`config.mk`:
```
export PLATFORM = sky130hd
export DESIGN_NAME = serial_subtractor
export DESIGN_NICKNAME = d
export VERILOG_FILES = /design/src/rtl/serial_sub_pkg.sv /design/src/rtl/full_subtractor.sv /design/src/rtl/serial_subtractor.sv
export SDC_FILE = /design/constraint.sdc
export NUM_CORES = 1
export LEC_CHECK = 0
export CORE_MARGIN = 1
export CORE_UTILIZATION = 34
export CTS_CLUSTER_DIAMETER = 150
export DETAILED_ROUTE_END_ITERATION = 8
export MAX_ROUTING_LAYER = met4
export PLACE_DENSITY = 0.57
export SLEW_MARGIN = 15
export SYNTH_ARGS = -nofsm -noshare
export SYNTH_HDL_FRONTEND = slang
export SYNTH_SLANG_ARGS = --single-unit
```
`constraint.sdc`:
```
create_clock -name clk -period 3.7 [get_ports clk]
set_clock_uncertainty 0.15 [all_clocks]
set_input_delay 0.37 -clock clk [delete_from_list [all_inputs] [get_ports clk]]
set_output_delay 0.37 -clock clk [all_outputs]
set_load 0.01 [all_outputs]
```
`src/rtl/serial_sub_pkg.sv`:
```
// Shared types for the bit-serial subtractor.
package serial_sub_pkg;

    typedef enum logic [1:0] {
        IDLE  = 2'd0,
        SHIFT = 2'd1,
        DONE  = 2'd2
    } sub_state_t;

    localparam int DEFAULT_WIDTH = 4;

endpackage

```
`src/rtl/full_subtractor.sv`:
```
// One-bit full subtractor cell: d = a - b - bin, bout set when that underflows.
module full_subtractor (
    input  logic a,
    input  logic b,
    input  logic bin,
    output logic d,
    output logic bout
);

    assign d    = a ^ b ^ bin;
    assign bout = (~a & b) | (~(a ^ b) & bin);

endmodule

```
`src/rtl/serial_subtractor.sv`:
```
// Bit-serial unsigned subtractor: A - B one bit per clock, LSB first.
// Optional macro SERIAL_SUB_SAT_EN: clamp diff to 0 when the result borrows.
module serial_subtractor
    import serial_sub_pkg::*;
#(
    parameter int WIDTH = DEFAULT_WIDTH
) (
    input  logic             clk,
    input  logic             rst,
    input  logic             in_valid,
    output logic             in_ready,
    input  logic [WIDTH-1:0] a,
    input  logic [WIDTH-1:0] b,
    output logic             out_valid,
    input  logic             out_ready,
    output logic [WIDTH-1:0] diff,
    output logic             borrow,
    output logic             busy
);

    localparam int CW = (WIDTH > 1) ? $clog2(WIDTH) : 1;
    localparam logic [CW-1:0] LAST = CW'(WIDTH - 1);

    sub_state_t       state, state_next;
    logic [CW-1:0]    cnt;
    logic             drained;   // all WIDTH bits processed, DONE entry pending
    logic [WIDTH-1:0] a_sr, b_sr, res_sr;
    logic             bin;
    logic [WIDTH-1:0] diff_q;
    logic             borrow_q;
    logic             d_bit, bout_bit;

    // The single cell always works on bit 0 of the right-shifting operands.
    full_subtractor u_fs (
        .a    (a_sr[0]),
        .b    (b_sr[0]),
        .bin  (bin),
        .d    (d_bit),
        .bout (bout_bit)
    );

    // State register.
    always_ff @(posedge clk or posedge rst) begin
        if (rst) state <= IDLE;
        else     state <= state_next;
    end

    // Next-state decode: accept in IDLE, leave SHIFT once drained, release on handshake.
    always_comb begin
        state_next = state;
        case (state)
            IDLE:    if (in_valid)  state_next = SHIFT;
            SHIFT:   if (drained)   state_next = DONE;
            DONE:    if (out_ready) state_next = IDLE;
            default:                state_next = IDLE;
        endcase
    end

    // Datapath: latch operands, shift one bit per cycle, publish result on DONE entry.
    always_ff @(posedge clk or posedge rst) begin
        if (rst) begin
            cnt      <= '0;
            drained  <= 1'b0;
            a_sr     <= '0;
            b_sr     <= '0;
            res_sr   <= '0;
            bin      <= 1'b0;
            diff_q   <= '0;
            borrow_q <= 1'b0;
        end else begin
            case (state)
                IDLE: begin
                    if (in_valid) begin
                        a_sr    <= a;
                        b_sr    <= b;
                        res_sr  <= '0;
                        bin     <= 1'b0;
                        cnt     <= '0;
                        drained <= 1'b0;
                    end
                end
                SHIFT: begin
                    if (!drained) begin
                        a_sr   <= a_sr >> 1;
                        b_sr   <= b_sr >> 1;
                        res_sr <= {d_bit, res_sr[WIDTH-1:1]};
                        bin    <= bout_bit;
                        if (cnt == LAST) drained <= 1'b1;
                        else             cnt     <= cnt + CW'(1);
                    end else begin
                        cnt      <= '0;
                        drained  <= 1'b0;
                        borrow_q <= bin;
`ifdef SERIAL_SUB_SAT_EN
                        diff_q   <= bin ? '0 : res_sr;
`else
                        diff_q   <= res_sr;
`endif
                    end
                end
                default: ;
            endcase
        end
    end

    assign in_ready  = (state == IDLE);
    assign out_valid = (state == DONE);
    assign busy      = (state == SHIFT);
    assign diff      = diff_q;
    assign borrow    = borrow_q;

endmodule

```
==> impl_metrics.toml <==
[outcome]
status = "finished clean"

[sta]
worstMarginPinSlew_ns = 0.8538
period_share_pct = 65.11
rsz0062_at_grt = "false"
setup_tns_ns = 0
finalSetupViolations = 0
final.min_clock_period_ns = 2.409
clock.fmax_mhz = 415.1
hold_viol_final = 0
slew_headroom_pct = 43.02
slew_viol_final = 0

[synth]
yosysTopAreaCell = "dfrtp_1"
synthTopCellsByArea = "dfrtp_1, mux2_4, mux2_2"
synth.net_count = 100
synthXorXnorAreaFrac_pct = 0.7964
synth.avg_cell_area_um2 = 12.79
synthAdderAreaFrac_pct = 2.958
synth.distinct_cells = 20
synth-simple-area-share_pct = 7.964
synth_top_area_share_pct = 52.33
synth_top_family_by_area = "multiplexers"
ys_seq_area_share_pct = 52.33
syn_area_um2 = 1100
postSynthCellCount = 86
synthMuxAreaShare_pct = 25.48
synth-seq-cells = 23
yosysWarningCount = 0
synth_compound_area_share_pct = 4.892

[finish]
final_layout_size_suffix_gt1_share_pct = 19.63
final_cell_mix = "dfrtp_1, clkdlybuf4s50_1, nand2_1"
final_common_cell = "dfrtp_1"
final_util_pct = 44.18
final_nets = 122
area_growth_syn_to_layout_pct = 22.64
final_cell_area_um2 = 1349
diodes = 0

[clock_tree]
postCtsHoldBufs = 0
cts-root-buf = "clkbuf_4"
cts_buffers = 3
cts_tree = "done"
insertion_delay_ns = 0.30
ctsHtreeMaxLevel = 1
ctsResizeCount = 0
post_cts_buffers = 0
path_clk_slew_ns = 0.12
clock_path_buffers = 2
cts.sinks = 23

[power]
power_density_nw_per_um2 = 848.8
leakage_nw = 0.6346
p_sw_mw = 0.4013
seqPwrFrac_pct = 38.4
intPower_mw = 0.7436
ir_drop_v = 0.0002391
power_mw = 1.145
combPwrFrac_pct = 51.9
clkPwrFrac_pct = 9.8
switching_share_pct = 35.05

[routing]
drc = 0
vias_per_cell = 4.556
drt_iter0_markers = 18
via_count = 688
wire_per_inst_um = 12.11
drt_wl_total_um = 1829
drtAntennaViolNets = 0
first_pass_iters = 3

[critical_path]
startpoint_type = "register"
slowest_stage = "clkdlybuf4s50_1"
path_max_fanout = 10
worstPathCellList = "nand2b_1, inv_6, clkdlybuf4s50_1"
crit_arrival_ns = 1.89
crit_type = "reg2out"
max_stage_delay_ns = 0.55
cp-end-kind = "output port"
worst_ep_required_time_ns = 3.18
path_delay_family = "buffers and inverters"
crit_buf_inv = 2

[placed_design]
io_buffers = 19
dpl_cell_area_um2 = 1323
hpwl_um = 1331
finalWeightedCongestion = 0.7108

[grt]
grt_pass1_vias = 732
antenna_found_initial = 0
grt_usage_pct = 12.54
grt-ovfl-total = 0
grt_max_degree = 24
grt_pass1_wl_um = 3174

[worst_hold_path]
hp-class = "in2async"

[floorplan]
io_pins = 20
die-area_um2 = 3466
start_util_pct = 36.02
die_x_um = 58.88
core_area_um2 = 3053
die_y_um = 58.88
rows = 20

[flow_run]
max_cap_violations = 0
[power groups by stage]
stage	logic, mW	registers [mW]	clock network (mW)
floorplan	0.477	0.436	0
global placement	0.591	0.443	0
detailed placement	0.603	0.446	0
CTS	0.605	0.441	0.121
global route	0.658	0.455	0.129
finish	0.594	0.439	0.112
[final timing paths]
path | from | end | slack (ns) | cells after the start
max | state[1]$_DFFE_PP0P_ | busy | 1.29 | 3
min | rst | cnt[1]$_DFFE_PP0P_ | 0.37 | 2
max reg2reg | state[1]$_DFFE_PP0P_ | diff[3]$_DFFE_PP0P_ | 1.85 | 4
min reg2reg | diff[0]$_DFFE_PP0P_ | diff[0]$_DFFE_PP0P_ | 0.37 | 1
max in group asynchronous | rst | res_sr[2]$_DFFE_PP0P_ | 2.49 | 2
min in group clk | diff[0]$_DFFE_PP0P_ | diff[0]$_DFFE_PP0P_ | 0.37 | 1
[per-stage QoR]
stage / hold slack [ns] / instances / setup WS (ns)
finish: 0.3704 / 151 / 1.291
global route: 0.3977 / 151 / 1.211
CTS: 0.3719 / 151 / 1.266
detailed placement: 0.3434 / 147 / 1.535
global placement: 0.3389 / 147 / 1.562
floorplan: 0.2219 / 86 / 2.087
[area by class of cell]
cell class	instances	area, µm²
fill	301	1704
timing repair buffer	19	190.2
sequential	23	575.6
multi-input combinational	52	462.9
tap	44	55.05
clock buffer	4	26.28
inverter	9	38.79
[synth_stat cells]
| cell | number |
|---|---|
| dfrtp_1 | 23 |
| nand2_1 | 10 |
| inv_1 | 8 |
| mux2_2 | 8 |
| mux2_4 | 8 |
| mux2i_1 | 7 |
| nand2b_1 | 3 |
| o21ai_0 | 3 |
| buf_6 | 2 |
| nand3_1 | 2 |
| nor2_1 | 2 |
| o31ai_1 | 2 |
| a21oi_4 | 1 |
| fa_1 | 1 |
| ha_1 | 1 |
| inv_6 | 1 |
| nor2b_1 | 1 |
| o21bai_1 | 1 |
| or2b_1 | 1 |
| xor2_1 | 1 |
[layer usage]
metal  global-route usage [%]  wire length (µm)
met2                    21.59               963
met5                        -                 0
met3                    1.978                24
met1                    14.55               820
met4                    5.102                21
[kinds of logic (layout without fill, tap and decap cells)]
family                     count (synthesis)  in the layout
xor gates and xnor gates                   1              1
buffers and inverters                     11             32
adders and majority gates                  2              2
muxes                                     23             23
AOI/OAI and AO/OA                          7              7
and+or+nand+nor                           19             19
DFF                                       23             23
[registers in the layout, indices dropped and copies added, names as in the netlist]
name and count:
bin 1, b_sr 4, a_sr 4, state 2, borrow 1, cnt 2
res_sr 4, diff 4, drained 1
(Power assumes the default switching activity.)
